[src/rtl/common.sv]
// Shared types for the formula loader and DB_kernel: literal, clause and
// formula containers, their size limits, and the loader state encoding.
package common;

  localparam int MAX_CLAUSES = 10;
  localparam int MAX_LITS    = 5;
  localparam int CIDX_W      = $clog2(MAX_CLAUSES + 1);
  localparam int LIDX_W      = $clog2(MAX_LITS + 1);

  typedef logic [CIDX_W-1:0] cidx_t;
  typedef logic [LIDX_W-1:0] lidx_t;

  // A literal is a variable number (1..7; 0 is illegal) and a polarity bit.
  typedef struct packed {
    logic [2:0] var_id;
    logic       pol;
  } lit;

  typedef struct packed {
    lit [MAX_LITS-1:0] lits;
    lidx_t             count;
  } clause;

  typedef struct packed {
    clause [MAX_CLAUSES-1:0] clauses;
    cidx_t                   count;
  } formula;

  localparam lit zero_lit = '0;

  typedef enum logic [1:0] {
    LOAD,
    SOLVE,
    DONE
  } loader_state_t;

endpackage

[src/rtl/loader_watchdog.sv]
// Solve-phase cycle counter; expire flags the last allowed cycle so the
// loader can abort on the following edge.
module loader_watchdog #(
  parameter int TIMEOUT = 4096
) (
  input  logic clock,
  input  logic reset,
  input  logic clear,
  input  logic enable,
  output logic expire
);

  localparam int TW = (TIMEOUT > 2) ? $clog2(TIMEOUT) : 1;

  logic [TW-1:0] timer;

  // NOTE: sequential state uses non-blocking (<=) so every flop samples the
  // pre-edge values, independent of process ordering in simulation.
  always_ff @(posedge clock or negedge reset) begin
    if (!reset) begin
      timer <= '0;
    end else if (clear) begin
      timer <= '0;
    end else if (enable && !expire) begin
      timer <= timer + 1'b1;
    end
  end

  assign expire = enable && (timer == TW'(TIMEOUT - 1));

endmodule

[src/rtl/formula_loader.sv]
// Assembles a host literal stream into a formula, runs DB_kernel on it under
// a watchdog, and holds the verdict for the host until acknowledged.
module formula_loader
  import common::*;
#(
  parameter int TIMEOUT = 4096
) (
  input  logic   clock,
  input  logic   reset,
  input  logic   in_valid,
  output logic   in_ready,
  input  lit     in_lit,
  input  logic   in_eoc,
  input  logic   in_eof,
  output logic   kernel_reset,
  output logic   kernel_find,
  output formula kernel_formula,
  input  logic   kernel_ended,
  input  logic   kernel_sat,
  input  logic   kernel_unsat,
  output logic   done,
  output logic   result_sat,
  output logic   result_unsat,
  output logic   error,
  input  logic   ack
);

  loader_state_t state, state_nxt;
  formula        buf_q;
  cidx_t         cidx;
  lidx_t         lidx;
  logic          beat, beat_err, clause_end, expire;

  assign beat       = in_valid && in_ready;
  assign clause_end = in_eoc || in_eof;
  // Any of these drops the beat: illegal var, formula full, clause full.
  assign beat_err   = (in_lit.var_id == 3'd0)
                   || (cidx == cidx_t'(MAX_CLAUSES))
                   || (lidx == lidx_t'(MAX_LITS));

  loader_watchdog #(
    .TIMEOUT(TIMEOUT)
  ) u_watchdog (
    .clock (clock),
    .reset (reset),
    .clear (state != SOLVE),
    .enable(state == SOLVE),
    .expire(expire)
  );

  always_ff @(posedge clock or negedge reset) begin
    if (!reset) state <= LOAD;
    else        state <= state_nxt;
  end

  // NOTE: assign a default before the case so every path drives state_nxt;
  // a missing branch would otherwise infer a latch.
  always_comb begin
    state_nxt = state;
    unique case (state)
      LOAD: begin
        if (beat && beat_err)    state_nxt = DONE;
        else if (beat && in_eof) state_nxt = SOLVE;
      end
      SOLVE: begin
        if (kernel_ended || expire) state_nxt = DONE;
      end
      DONE: begin
        if (ack) state_nxt = LOAD;
      end
      default: state_nxt = LOAD;
    endcase
  end

  always_comb begin
    in_ready     = (state == LOAD);
    kernel_find  = (state == SOLVE);
    kernel_reset = (state != SOLVE);
    done         = (state == DONE);
  end

  // NOTE: the buffer is a register bank, not a RAM, and is reset so the
  // kernel never sees undefined clause data after power-up.
  always_ff @(posedge clock or negedge reset) begin
    if (!reset) begin
      buf_q        <= '0;
      cidx         <= '0;
      lidx         <= '0;
      result_sat   <= 1'b0;
      result_unsat <= 1'b0;
      error        <= 1'b0;
    end else begin
      unique case (state)
        LOAD: begin
          if (beat && beat_err) begin
            error <= 1'b1;
          end else if (beat) begin
            buf_q.clauses[cidx].lits[lidx] <= in_lit;
            if (clause_end) begin
              buf_q.clauses[cidx].count <= lidx + 1'b1;
              cidx <= cidx + 1'b1;
              lidx <= '0;
              if (in_eof) buf_q.count <= cidx + 1'b1;
            end else begin
              lidx <= lidx + 1'b1;
            end
          end
        end
        SOLVE: begin
          // A verdict in the same cycle as expiry takes priority.
          if (kernel_ended) begin
            result_sat   <= kernel_sat;
            result_unsat <= kernel_unsat;
          end else if (expire) begin
            error <= 1'b1;
          end
        end
        DONE: begin
          if (ack) begin
            buf_q        <= '0;
            cidx         <= '0;
            lidx         <= '0;
            result_sat   <= 1'b0;
            result_unsat <= 1'b0;
            error        <= 1'b0;
          end
        end
        default: ;
      endcase
    end
  end

  assign kernel_formula = buf_q;

endmodule

[config.mk]
export PLATFORM = sky130hd
export DESIGN_NAME = formula_loader
export DESIGN_NICKNAME = d
export VERILOG_FILES = /design/src/rtl/common.sv /design/src/rtl/loader_watchdog.sv /design/src/rtl/formula_loader.sv
export SDC_FILE = /design/constraint.sdc
export NUM_CORES = 1
export LEC_CHECK = 0
export BUFFER_PORTS_ARGS = -buffer_cell sky130_fd_sc_hd__buf_2
export CELL_PAD_IN_SITES_DETAIL_PLACEMENT = 2
export CELL_PAD_IN_SITES_GLOBAL_PLACEMENT = 2
export CORE_ASPECT_RATIO = 1.1
export CORE_MARGIN = 2
export CORE_UTILIZATION = 38
export CTS_CLUSTER_SIZE = 20
export DETAILED_ROUTE_END_ITERATION = 8
export GPL_ROUTABILITY_DRIVEN = 1
export PLACE_DENSITY = 0.95
export SLEW_MARGIN = 20
export SYNTH_ARGS = -nofsm -noshare
export SYNTH_HDL_FRONTEND = slang
export SYNTH_SLANG_ARGS = --single-unit
[constraint.sdc]
create_clock -name clock -period 4.17 [get_ports clock]
set_input_delay 0.417 -clock clock [delete_from_list [all_inputs] [get_ports clock]]
set_output_delay 0.417 -clock clock [all_outputs]
set_load 0.05 [all_outputs]
==> results of run 1 <==
-- sequential cells by signal (all words and copies together) (netlist names) --
signal	cells
cidx	4
error	1
kernel_formula	234
lidx	3
result_sat	1
result_unsat	1
state	2
u_watchdog.timer	12
-- critical path: cells and delay by family, from the launching register on --
family | cells | cell delay, ns
compound gates | 1 | 0.27
flops | 1 | 0.67
buf+inv | 1 | 0.57
simple gates | 2 | 1.20
fa+ha+maj | 1 | 0.36
-- layout make-up --
| type | count | area share |
|---|---|---|
| clock inverters | 11 | 0.00982 |
| clock buffers | 37 | 0.0573 |
| inverters | 11 | 0.00306 |
| well taps | 368 | 0.0341 |
| multi-input cells | 565 | 0.308 |
| flip-flops and latches | 258 | 0.478 |
| repair buffers | 278 | 0.109 |
-- per-layer routing --
metal	vias to the layer above	share of wire	GRT usage
met2	301	0.51	0.504
met3	87	0.055	0.0516
met1	4849	0.39	0.337
li1	3932	-	-
met5	-	0	0
met4	0	0.038	0.103
-- kinds of logic after synthesis --
group                      count (synthesis)
buffers and inverters                     82
muxes                                     10
and+or+nand+nor                          197
AOI/OAI and AO/OA                        345
adders and majority gates                  7
DFF                                      258
xor gates and xnor gates                   6
-- Yosys cell counts, types with 5 or more instances --
master | count | area share
sky130_fd_sc_hd__buf_2 | 21 | 0.0096
sky130_fd_sc_hd__a31oi_1 | 6 | 0.0034
sky130_fd_sc_hd__nor3_1 | 9 | 0.0041
sky130_fd_sc_hd__nor2b_1 | 5 | 0.0028
sky130_fd_sc_hd__ha_1 | 7 | 0.0080
sky130_fd_sc_hd__nand4_1 | 7 | 0.0040
sky130_fd_sc_hd__a22o_1 | 9 | 0.0072
sky130_fd_sc_hd__nor2_1 | 14 | 0.0048
sky130_fd_sc_hd__nand3_1 | 17 | 0.0078
sky130_fd_sc_hd__a21oi_1 | 5 | 0.0023
sky130_fd_sc_hd__nand2_1 | 100 | 0.034
sky130_fd_sc_hd__and4_1 | 5 | 0.0040
sky130_fd_sc_hd__o211ai_1 | 36 | 0.025
sky130_fd_sc_hd__buf_4 | 6 | 0.0041
sky130_fd_sc_hd__mux2i_1 | 7 | 0.0064
sky130_fd_sc_hd__o2bb2ai_1 | 192 | 0.15
sky130_fd_sc_hd__dfrtp_1 | 258 | 0.59
sky130_fd_sc_hd__and3b_1 | 8 | 0.0064
sky130_fd_sc_hd__inv_1 | 11 | 0.0038
sky130_fd_sc_hd__a21o_1 | 50 | 0.034
sky130_fd_sc_hd__nor3b_2 | 5 | 0.0057
sky130_fd_sc_hd__clkbuf_1 | 37 | 0.013
sky130_fd_sc_hd__a211oi_1 | 5 | 0.0034
sky130_fd_sc_hd__buf_6 | 5 | 0.0051
sky130_fd_sc_hd__o311ai_0 | 15 | 0.012
sky130_fd_sc_hd__nand2b_1 | 5 | 0.0028
sky130_fd_sc_hd__o21ai_0 | 8 | 0.0036
-- stage by stage --
step           hold slack [ns]  utilization
6_report               -0.0524        0.473
4_1_cts                 0.0347        0.473
3_5_place_dp             0.468        0.441
3_3_place_gp             0.466        0.441
2_1_floorplan            0.121            -
5_1_grt                 0.0629        0.473
-- power breakdown --
group / leakage [nW] / internal, mW / switching (mW)
combinational: 2.51 / 1.08 / 3.39
clock: 0.451 / 1.47 / 1.03
sequential: 3.47 / 3.03 / 0.476
total: 6.43 / 5.58 / 4.90
-- how the worst max path moves through the flow --
stage            start            endpoint  slack [ns]
3_3_place_gp   lidx[0]  kernel_formula[44]        1.37
4_1_cts        lidx[0]  kernel_formula[21]        1.05
5_1_grt        lidx[0]  kernel_formula[21]        0.88
6_report       lidx[0]  kernel_formula[21]        0.98
2_1_floorplan  cidx[0]   kernel_formula[0]        2.28
3_5_place_dp   lidx[0]  kernel_formula[21]        1.06
==> results_dict.tcl, run 1 <==
set metrics [dict create \
    slew-limit-headroom 0.242 \
    wl_per_cell_um 27.9 \
    first_global_vias 10300 \
    route.final.wire_length_um 42600 \
    ff2ff_path_depth 5 \
    path_class "flip-flop to flip-flop" \
    ys_async_sr_fraction 1.00 \
    grt_overflow 0 \
    clkSinkCount 258 \
    gr-usage-all-layers 0.281 \
    power.density_cell_area_nw_per_um2 776 \
    reg_clk_slew_reported_paths_ns 0.06 \
    starting_density_of_the_core 0.384 \
    post_layout_nonfiller_instances 1528 \
    run_status "complete, but fails checks" \
    synth_register_bits 258 \
    nets 1161 \
    dp_cells 1480 \
    vdd.ir_drop.worst_mv 0.410 \
    synth_cell_types 57 \
    required_ns 4.60 \
    register_area_um2 6460 \
    detail_route.iter0.violations 605 \
    p_leak_nw 6.43 \
    pre_cts_slack_ns 1.06 \
    clk_root_buf "sky130_fd_sc_hd__clkbuf_16" \
    layout.filler_cells 2858 \
    post_synth_top_flop "sky130_fd_sc_hd__dfrtp_1" \
    post_cts_buffers 0 \
    timing.final.crit_share 0.765 \
    critical_path.startpoint_type "flip-flop" \
    die_w_um 166 \
    grt_first_pass_wirelength_um 66400 \
    number_of_synthesized_flops_with_an_enable_pin 0 \
    clk_path_buf_depth 3 \
    timing.hold.ws_ns -0.0524 \
    finalHoldViolCount 14 \
    grt_setup_unrepaired "no" \
    cells_after_synth 905 \
    crit_slowest_cell "sky130_fd_sc_hd__nand4_1" \
    cp_cell_sequence "ha_1 -> nand2_1 -> nand4_1 -> buf_4 -> o2bb2ai_1" \
    core_um2 28500 \
    setup-violations-final 0 \
    post_syn_area_um2 11000 \
    route.detailed.drc 0 \
    totalNegativeSetupSlack_ns 0 \
    hp-class "input port to async pin" \
    routed-via-count 9169 \
    vias_per_cell 6.00 \
    critPathCaptureType "flip-flop" \
    grt_antenna_before_repair 0 \
    layout.cells.most_common "sky130_fd_sc_hd__dfrtp_1" \
    worst-slew-pin-transition_ns 1.13 \
    gp_routability_congestion 0.775 \
    period_minus_slack_ns 3.19 \
    cts_tree "yes" \
    synth_simple_gate_area_share 0.0926 \
    maximum_number_of_pins_on_one_net_before_global_route_repair 124 \
    critical_path_arrival_ns 3.62 \
    worst_clock_skew_ns 0.00685 \
    top_library_cells_by_usage_in_the_layout_fill_and_taps_aside "sky130_fd_sc_hd__dfrtp_1 (258), sky130_fd_sc_hd__buf_2 (252), sky130_fd_sc_hd__o2bb2ai_1 (192)" \
    post-dp-hpwl_um 28300 \
    area_growth_syn_to_layout_pct 23.0 \
    port_buffers 253 \
    placedInstanceArea_um2 12600 \
    final_design_area_no_fill_um2 13500 \
    worst_path_largest_cell_delay_ns 0.94 \
    fp.dieH_um 182 \
    yosysSeqAreaShare 0.588 \
    cts_hold_repair.buffers 0 \
    max_freq_ghz 0.313 \
    combinational_family_with_the_most_area_after_synthesis "compound AO/OA/AOI/OAI gates" \
    post_route_cells_drive_above_1_share 0.298 \
    rows 65 \
    postLayoutSetupSlackWorst_ns 0.979 \
    final_antenna_net_count 0 \
    post-layout-total-power_mw 10.5 \
    synth_adder_area_share 0.00798 \
    failed_checks "negative hold slack" \
    drt-pass1-iter-count 5 \
    critical_path.reg2reg.endpoint "kernel_formula[21]" \
    avgSynthCellArea_um2 12.1 \
    synth-warning-count 0 \
    cts_htree_levels 1 \
    max_cap_violations 0 \
    synthXorXnorAreaFrac 0.00479 \
    synth_mux_area_frac 0.00946 \
    multi_input_comb_area_um2 4160 \
    critical_path.reg2reg.startpoint "lidx[0]" \
    cts_repair_resize_count 0 \
    num_io_pins 254 \
    die_area_um2 30300 \
    critical_path_peak_fanout 19 \
    skew_pair_late_insertion_delay_ns 0.54 \
    cts_buffers 27 \
    insertedDiodeCount 0 \
    synth_compound_gate_area_share 0.261 \
    timing.final.max_slew_violations 0 \
    r2r_slack_ns 0.98 \
    syn_nets 925 \
]
Note: power is estimated with default switching activity, not from simulation.
==> run 2, diff against run 1 <==
--- a/config.mk
+++ b/config.mk
@@ -10,11 +10,11 @@
 export CELL_PAD_IN_SITES_GLOBAL_PLACEMENT = 2
 export CORE_ASPECT_RATIO = 1.1
 export CORE_MARGIN = 2
-export CORE_UTILIZATION = 38
+export CORE_UTILIZATION = 32
 export CTS_CLUSTER_SIZE = 20
 export DETAILED_ROUTE_END_ITERATION = 8
 export GPL_ROUTABILITY_DRIVEN = 1
-export PLACE_DENSITY = 0.95
+export PLACE_DENSITY = 0.86
 export SLEW_MARGIN = 20
 export SYNTH_ARGS = -nofsm -noshare
 export SYNTH_HDL_FRONTEND = slang
==> constraint.sdc (replaced) <==
create_clock -name clock -period 2.73 [get_ports clock]
set_input_delay 0.273 -clock clock [delete_from_list [all_inputs] [get_ports clock]]
set_output_delay 0.273 -clock clock [all_outputs]
set_load 0.05 [all_outputs]
==> results_dict.tcl, run 2 (same netlist as run 1, synthesis figures left out) <==
set metrics [dict create \
    finalHoldViolCount 0 \
    wl_per_cell_um 25.8 \
    grt_antenna_before_repair 0 \
    clk_path_buf_depth 3 \
    cts_tree "yes" \
    starting_density_of_the_core 0.323 \
    num_io_pins 254 \
    vdd.ir_drop.worst_mv 0.576 \
    critical_path.startpoint_type "flip-flop" \
    first_global_vias 10200 \
    finalCoreUtilization 0.407 \
    detail_route.iter0.violations 486 \
    crit_slowest_cell "sky130_fd_sc_hd__dfrtp_1" \
    max_freq_ghz 0.404 \
    core_um2 34000 \
    cp_cell_sequence "nand2b_4 -> inv_1 -> buf_2" \
    insertedDiodeCount 0 \
    grt_overflow 0 \
    p_leak_nw 6.56 \
    top_library_cells_by_usage_in_the_layout_fill_and_taps_aside "sky130_fd_sc_hd__dfrtp_1 (258), sky130_fd_sc_hd__buf_2 (252), sky130_fd_sc_hd__o2bb2ai_1 (192)" \
    gp_routability_congestion 0.740 \
    multi_input_comb_area_um2 4160 \
    path_class "flip-flop to output port" \
    post_cts_buffers 0 \
    power.density_cell_area_nw_per_um2 1180 \
    cts_htree_levels 1 \
    grt_setup_unrepaired "no" \
    setup-violations-final 0 \
    gr-usage-all-layers 0.231 \
    timing.final.max_slew_violations 0 \
    period_minus_slack_ns 2.48 \
    die_area_um2 35800 \
    layout.cells.most_common "sky130_fd_sc_hd__dfrtp_1" \
    maximum_number_of_pins_on_one_net_before_global_route_repair 81 \
    postLayoutSetupSlackWorst_ns 0.253 \
    drt-pass1-iter-count 4 \
    largest_register_ffs 234 \
    worst_clock_skew_ns 0.0119 \
    worst_path_dominant_cell_family "buffers and inverters" \
    layout.filler_cells 3526 \
    post_route_cells_drive_above_1_share 0.306 \
    worst-slew-pin-transition_ns 0.610 \
    timing.final.crit_share 0.907 \
    route.detailed.drc 0 \
    post-dp-hpwl_um 27100 \
    critPathCaptureType "output port" \
    clk_root_buf "sky130_fd_sc_hd__clkbuf_16" \
    die_w_um 181 \
    final_antenna_net_count 0 \
    area_growth_syn_to_layout_pct 26.2 \
    pre_cts_slack_ns 0.461 \
    critical_path_peak_fanout 16 \
    routed-via-count 9105 \
    cts_buffers 29 \
    critical_path_arrival_ns 2.20 \
    post_layout_nonfiller_instances 1613 \
    clkSinkCount 258 \
    rows 71 \
    route.final.wire_length_um 41600 \
    run_status "complete, no violations" \
    worst-path-buf-inv 2 \
    register_area_um2 6460 \
    vias_per_cell 5.64 \
    required_ns 2.46 \
    max_cap_violations 0 \
    slew-limit-headroom 0.593 \
    totalNegativeSetupSlack_ns 0 \
    dp_cells 1558 \
    worst_path_largest_cell_delay_ns 0.49 \
    nets 1173 \
    port_buffers 253 \
    skew_pair_late_insertion_delay_ns 0.55 \
    hp-class "input port to flip-flop" \
    final_design_area_no_fill_um2 13800 \
    fp.dieH_um 198 \
    placedInstanceArea_um2 12800 \
    grt_first_pass_wirelength_um 64600 \
    reg_clk_slew_reported_paths_ns 0.06 \
]
==> run 2: cell types whose count changed in the layout (fill, tap and decap cells not counted) <==
cell | before | now
sky130_fd_sc_hd__clkbuf_8 | 6 | 5
sky130_fd_sc_hd__inv_6 | 0 | 1
sky130_fd_sc_hd__bufinv_16 | 3 | 4
sky130_fd_sc_hd__buf_4 | 24 | 25
sky130_fd_sc_hd__clkinvlp_4 | 1 | 2
sky130_fd_sc_hd__clkbuf_16 | 27 | 29
sky130_fd_sc_hd__dlygate4sd3_1 | 0 | 2
sky130_fd_sc_hd__buf_12 | 1 | 8
sky130_fd_sc_hd__clkinv_2 | 7 | 9
sky130_fd_sc_hd__clkbuf_1 | 4 | 3
==> run 2: power breakdown <==
part           switching [mW]  total [mW]  internal (mW)
Combinational            5.24        6.99           1.75
Clock                    1.64        4.09           2.45
Sequential              0.646        5.27           4.63
Total                    7.52        16.4           8.83
==> run 2: timing repair <==
item                                   CTS  global route
endpoints found under the hold margin   62             0
gates resized for setup                  0             0
setup endpoints to repair                0             0
hold buffers                             2             0
==> run 2: per-layer routing <==
metal  part of all wire  GRT usage
met4              0.031     0.0717
met1               0.42      0.287
met2               0.49      0.397
met5                  0          0
met3              0.063     0.0576
==> run 2: worst reg2reg max path, stage by stage, from the launching register on <==
cell                       delay [ns]
sky130_fd_sc_hd__dfrtp_1         0.50
sky130_fd_sc_hd__inv_1           0.10
sky130_fd_sc_hd__ha_1            0.19
sky130_fd_sc_hd__nand2_1         0.25
sky130_fd_sc_hd__nand4_1         0.22
sky130_fd_sc_hd__buf_12          0.23
sky130_fd_sc_hd__o311ai_0        0.52
sky130_fd_sc_hd__o211ai_1        0.16
==> run 2: final timing paths <==
check	cells past startpoint	start	end	slack, ns
min	2	in_lit[1]	kernel_formula[192]	0.01
min reg2reg	1	kernel_formula[1]	kernel_formula[1]	0.48
max reg2reg	7	lidx[1]	kernel_formula[27]	0.41
max	3	state[0]	done	0.25
min in group asynchronous	2	reset	kernel_formula[50]	0.26
max in group asynchronous	3	reset	kernel_formula[63]	1.59
==> run 2: final cells by class <==
type / count / area share
clock buffers: 37 / 0.0582
clock inverters: 16 / 0.0136
inverters: 11 / 0.00298
multi-input cells: 565 / 0.301
flip-flops and latches: 258 / 0.466
well taps: 438 / 0.0396
repair buffers: 288 / 0.119
==> run 2: stage by stage <==
| stage | hold WS (ns) | total power [mW] |
|---|---|---|
| 2_1_floorplan | -0.0226 | 10.1 |
| 3_3_place_gp | 0.254 | 12.1 |
| 5_1_grt | 0.0170 | 17.1 |
| 3_5_place_dp | 0.259 | 12.3 |
| 4_1_cts | 0.000634 | 16.5 |
| 6_report | 0.0135 | 16.4 |
